File: config.mk
export PLATFORM = sky130hd
export DESIGN_NAME = load_store_unit
export DESIGN_NICKNAME = d
export VERILOG_FILES = /design/src/rtl/load_store_unit.sv
export SDC_FILE = /design/constraint.sdc
export NUM_CORES = 1
export LEC_CHECK = 0
export CAP_MARGIN = 20
export CORE_AREA = 5 5 152 154
export CTS_CLUSTER_SIZE = 25
export DETAILED_ROUTE_END_ITERATION = 10
export DIE_AREA = 0 0 157 159
export GPL_TIMING_DRIVEN = 0
export PLACE_DENSITY_LB_ADDON = 0.08
export SLEW_MARGIN = 0
export SYNTH_ARGS = -nofsm -noshare
export SYNTH_HDL_FRONTEND = slang
export SYNTH_SLANG_ARGS = --single-unit
File: constraint.sdc
create_clock -name clock -period 1.7 [get_ports clock]
set_input_delay 0.425 -clock clock [delete_from_list [all_inputs] [get_ports clock]]
set_output_delay 0.425 -clock clock [all_outputs]
set_load 0.005 [all_outputs]
File: src/rtl/load_store_unit.sv
// Data-memory initiator: one request at a time, response after 3 (load) / 2 (store) cycles, held until resp_ready.
// Optional LSU_MISALIGN_TRAP_EN: misaligned requests skip memory and respond in 1 cycle with resp_misaligned set.
module load_store_unit #(
  parameter int XLEN = 64
) (
  input  logic            clock,
  input  logic            rst,
  input  logic            req_valid,
  output logic            req_ready,
  input  logic            req_is_store,
  input  logic [1:0]      req_size,
  input  logic            req_unsigned,
  input  logic [XLEN-1:0] req_addr,
  input  logic [XLEN-1:0] req_wdata,
  output logic            resp_valid,
  input  logic            resp_ready,
  output logic [XLEN-1:0] resp_rdata,
  output logic            resp_misaligned,
  output logic            mem_read_en,
  output logic            mem_write_en,
  output logic [3:0]      mem_storetype,
  output logic [XLEN-1:0] mem_address,
  output logic [XLEN-1:0] mem_wdata,
  input  logic [XLEN-1:0] mem_rdata
);

  localparam logic [3:0] STORE_BYTE       = 4'd1;
  localparam logic [3:0] STORE_HALFWORD   = 4'd2;
  localparam logic [3:0] STORE_WORD       = 4'd3;
  localparam logic [3:0] STORE_DOUBLEWORD = 4'd4;

`ifdef LSU_MISALIGN_TRAP_EN
  localparam logic TRAP_EN = 1'b1;
`else
  localparam logic TRAP_EN = 1'b0;
`endif

  typedef enum logic [2:0] {
    IDLE,
    ISSUE_LD,
    CAPTURE,
    ISSUE_ST,
    RESP
  } state_t;

  state_t          state, state_nxt;
  logic [1:0]      lat_size;
  logic            lat_unsigned;
  logic            accept;
  logic            req_misaligned;
  logic            req_ready_nxt;
  logic            resp_valid_nxt;
  logic            resp_mis_nxt;
  logic            rd_en_nxt;
  logic            wr_en_nxt;
  logic [3:0]      storetype_nxt;
  logic [XLEN-1:0] rdata_nxt;
  logic [XLEN-1:0] addr_nxt;
  logic [XLEN-1:0] wdata_nxt;

  function automatic logic [3:0] store_code(input logic [1:0] size);
    logic [3:0] code;
    case (size)
      2'd0:    code = STORE_BYTE;
      2'd1:    code = STORE_HALFWORD;
      2'd2:    code = STORE_WORD;
      default: code = STORE_DOUBLEWORD;
    endcase
    return code;
  endfunction

  function automatic logic [XLEN-1:0] extend(input logic [XLEN-1:0] raw,
                                             input logic [1:0]      size,
                                             input logic            uns);
    logic [XLEN-1:0] v;
    case (size)
      2'd0:    v = {{(XLEN-8){~uns & raw[7]}}, raw[7:0]};
      2'd1:    v = {{(XLEN-16){~uns & raw[15]}}, raw[15:0]};
      2'd2:    v = {{(XLEN-32){~uns & raw[31]}}, raw[31:0]};
      default: v = raw;
    endcase
    return v;
  endfunction

  always_comb begin
    case (req_size)
      2'd1:    req_misaligned = req_addr[0];
      2'd2:    req_misaligned = |req_addr[1:0];
      2'd3:    req_misaligned = |req_addr[2:0];
      default: req_misaligned = 1'b0;
    endcase
  end

  // Next-cycle values of every output; the flops below make all outputs registered.
  always_comb begin
    state_nxt      = state;
    accept         = 1'b0;
    req_ready_nxt  = 1'b0;
    resp_valid_nxt = 1'b0;
    resp_mis_nxt   = resp_misaligned;
    rdata_nxt      = resp_rdata;
    rd_en_nxt      = 1'b0;
    wr_en_nxt      = 1'b0;
    storetype_nxt  = 4'b0;
    addr_nxt       = '0;
    wdata_nxt      = '0;
    case (state)
      IDLE: begin
        if (req_valid) begin
          accept = 1'b1;
          if (TRAP_EN && req_misaligned) begin
            state_nxt      = RESP;
            resp_valid_nxt = 1'b1;
            rdata_nxt      = '0;
            resp_mis_nxt   = 1'b1;
          end else if (req_is_store) begin
            state_nxt     = ISSUE_ST;
            wr_en_nxt     = 1'b1;
            storetype_nxt = store_code(req_size);
            addr_nxt      = req_addr;
            wdata_nxt     = req_wdata;
          end else begin
            state_nxt = ISSUE_LD;
            rd_en_nxt = 1'b1;
            addr_nxt  = req_addr;
          end
        end else begin
          req_ready_nxt = 1'b1;
        end
      end
      ISSUE_LD: begin
        state_nxt = CAPTURE;
      end
      CAPTURE: begin
        state_nxt      = RESP;
        resp_valid_nxt = 1'b1;
        rdata_nxt      = extend(mem_rdata, lat_size, lat_unsigned);
        resp_mis_nxt   = 1'b0;
      end
      ISSUE_ST: begin
        state_nxt      = RESP;
        resp_valid_nxt = 1'b1;
        rdata_nxt      = '0;
        resp_mis_nxt   = 1'b0;
      end
      RESP: begin
        if (resp_ready) begin
          state_nxt     = IDLE;
          req_ready_nxt = 1'b1;
          rdata_nxt     = '0;
          resp_mis_nxt  = 1'b0;
        end else begin
          resp_valid_nxt = 1'b1;
        end
      end
      default: begin
        state_nxt     = IDLE;
        req_ready_nxt = 1'b1;
      end
    endcase
  end

  always_ff @(posedge clock) begin
    if (rst) begin
      state <= IDLE;
    end else begin
      state <= state_nxt;
    end
  end

  always_ff @(posedge clock) begin
    if (rst) begin
      req_ready       <= 1'b1;
      resp_valid      <= 1'b0;
      resp_rdata      <= '0;
      resp_misaligned <= 1'b0;
      mem_read_en     <= 1'b0;
      mem_write_en    <= 1'b0;
      mem_storetype   <= 4'b0;
      mem_address     <= '0;
      mem_wdata       <= '0;
      lat_size        <= 2'b0;
      lat_unsigned    <= 1'b0;
    end else begin
      req_ready       <= req_ready_nxt;
      resp_valid      <= resp_valid_nxt;
      resp_rdata      <= rdata_nxt;
      resp_misaligned <= resp_mis_nxt;
      mem_read_en     <= rd_en_nxt;
      mem_write_en    <= wr_en_nxt;
      mem_storetype   <= storetype_nxt;
      mem_address     <= addr_nxt;
      mem_wdata       <= wdata_nxt;
      if (accept) begin
        lat_size     <= req_size;
        lat_unsigned <= req_unsigned;
      end
    end
  end

endmodule

==> flow_metrics.env <==
export IMPL_cts_made_buffers=23
export IMPL_setup_violations_final=0
export IMPL_mostFrequentLayoutCells="dlygate4sd2_1, clkdlybuf4s50_1, dfxtp_1"
export IMPL_ys_flop_type="dfxtp_1"
export IMPL_fin_worst_skew_ns=0.0152
export IMPL_fin_nets=1193
export IMPL_ios=401
export IMPL_cp_arrival_ns=2.01
export IMPL_fin_tns_setup_ns=0
export IMPL_status="complete, no violations"
export IMPL_holdWs_ns=0.371
export IMPL_ir_worst_vdd_mv=0.729
export IMPL_antenna_found_initial=2
export IMPL_hpwl_um=18700
export IMPL_clock_sinks=205
export IMPL_powerDensity_nw_per_um2=1020
export IMPL_ys_seq_area_share_pct=62.5
export IMPL_async_reset_ff_share_pct=0
export IMPL_leakage_nw=5.67
export IMPL_placed_area_um2=10900
export IMPL_grt_ovfl_total=0
export IMPL_drt_iter0_markers=143
export IMPL_syn2layout_area_growth_pct=75.8
export IMPL_die_y_um=159
export IMPL_required_ns=2.09
export IMPL_end_kind="register"
export IMPL_grt_max_degree=14
export IMPL_place_congestion=0.787
export IMPL_die_x_um=157
export IMPL_layout_commonest_cell="dlygate4sd2_1"
export IMPL_layout_setup_ws_ns=0.0786
export IMPL_drive_above_1_share_pct=11.7
export IMPL_track_usage_pct=18.1
export IMPL_final_hold_viol_count=0
export IMPL_ys_warn_count=0
export IMPL_synth_cell_area_um2=6560
export IMPL_critPathKind="reg2reg"
export IMPL_finalCriticalPeriod_ns=1.62
export IMPL_crit_fanout=10
export IMPL_synth_edf_count=0
export IMPL_syn_instance_count=562
export IMPL_critPathLaunchType="register"
export IMPL_min_path_type="in2reg"
export IMPL_dp_slack_ns=-0.661
export IMPL_drt_first_pass_iters=4
export IMPL_ant_nets=0
export IMPL_clk_latency_ns=0.50
export IMPL_cts_root_buf="clkbuf_16"
export IMPL_maxCapViolations=0
export IMPL_cts_tree="yes"
export IMPL_row_count=54
export IMPL_cts_hold_buf=0
export IMPL_drv_slew=0
export IMPL_routed_wl_um=23500
export IMPL_rsz0062_at_grt="yes"
export IMPL_grt_pass1_wl_um=34800
export IMPL_synth_ff_latch_count=205
export IMPL_drc=0
export IMPL_fin_area_um2=11500
export IMPL_fmax_mhz=617
export IMPL_num_fill_cells=2017
export IMPL_fin_crit_sh_pct=95.4
export IMPL_vias=5525
export IMPL_clockBufferDepth=3
export IMPL_htreeDepth=1
export IMPL_fp_dieArea_um2=25000
export IMPL_grt_pass1_vias=5661
export IMPL_ys_types=34
export IMPL_port_buffers=397
export IMPL_initial_core_util_pct=30.4
export IMPL_syn_avg_cell_area_um2=11.7
export IMPL_routed_via_density=4.29
export IMPL_wl_per_cell_um=18.3
export IMPL_finish_utilization_pct=53.5
export IMPL_design_core_area_um2=21600
export IMPL_clk_pin_slew_ns=0.06
-- repair_timing --
action	4_1_cts	5_1_grt
buffers inserted	6	0
endpoints found under the setup margin	365	46
gates resized for setup	210	12
pin swaps	1	1
-- state kept, by name (all words and copies together), names as in the netlist --
name and cells:
resp_rdata 64, mem_wdata 64, state 3, mem_address 64, req_ready 1, mem_storetype 3
resp_valid 1, mem_read_en 1, lat_unsigned 1, lat_size 2, mem_write_en 1
-- cell families after synthesis --
kind of cell	Yosys count	share of synthesized area (%)
other cells	1	0.0571
flops	205	62.5
mux	3	0.458
fa+ha+maj	3	0.572
compound gates	105	14.9
buf+inv	49	4.04
simple gates	196	17.5
-- worst max-delay path, cell delays in order (launching register included) --
cell and delay, ns:
dfxtp_1 0.33, buf_6 0.14, nand2_1 0.07, o31a_1 0.27, and2b_1 0.18, buf_4 0.18, buf_4 0.21, o2bb2ai_2 0.13
-- worst paths after layout --
kind                       from             end  slack [ns]  cells past startpoint
hold reg to reg   resp_rdata[9]   resp_rdata[9]        0.45                      2
setup / recovery       state[2]  resp_rdata[49]        0.08                      7
setup reg to reg       state[2]  resp_rdata[49]        0.08                      7
hold / removal              rst        state[2]        0.37                      2
-- power by group --
| group | switching, mW | internal, mW |
|---|---|---|
| Combinational | 0.545 | 0.845 |
| Clock | 1.94 | 3.31 |
| Sequential | 0.0897 | 5.02 |
| Total | 2.58 | 9.18 |
-- synthesized netlist by cell type, types with 5 or more instances --
master	number	area (um^2)
a21oi_1	26	130
a22o_1	9	78.8
and2_1	65	407
and3_1	66	413
buf_4	8	60.1
buf_6	5	56.3
clkbuf_1	22	82.6
clkbuf_2	7	35.0
dfxtp_1	205	4100
nand2_1	12	45.0
nor2_1	37	139
o21a_1	9	67.6
o21ai_0	10	50.1
o2bb2ai_1	17	149
o2bb2ai_2	30	450
-- metrics by stage --
stage | std cells | power (mW)
floorplan | 563 | 5.70
global placement | 1240 | 6.74
detailed placement | 1240 | 6.75
CTS | 1286 | 11.9
global route | 1287 | 12.3
finish | 1287 | 11.8
-- area by class of cell --
class	count	area [um^2]	share of cell area, %
clock inverters	10	156	1.36
repair buffers	403	3770	32.7
inverters	3	11.3	0.0976
diodes	1	2.50	0.0217
clock buffers	31	656	5.68
flip-flops and latches	205	4110	35.7
well taps	280	350	3.04
multi-input cells	309	2210	19.2
plain buffers	45	265	2.30
-- routing by layer --
| metal | global-route usage [%] | wire, um | up-vias |
|---|---|---|---|
| met3 | 9.11 | 3030 | 37 |
| met4 | 4.62 | 564 | 2 |
| met1 | 19.7 | 8620 | 2466 |
| met2 | 31.0 | 11300 | 251 |
| met5 | 0 | 13 | - |
| li1 | - | - | 2769 |
No activity file was read; power rests on OpenSTA's default activity.
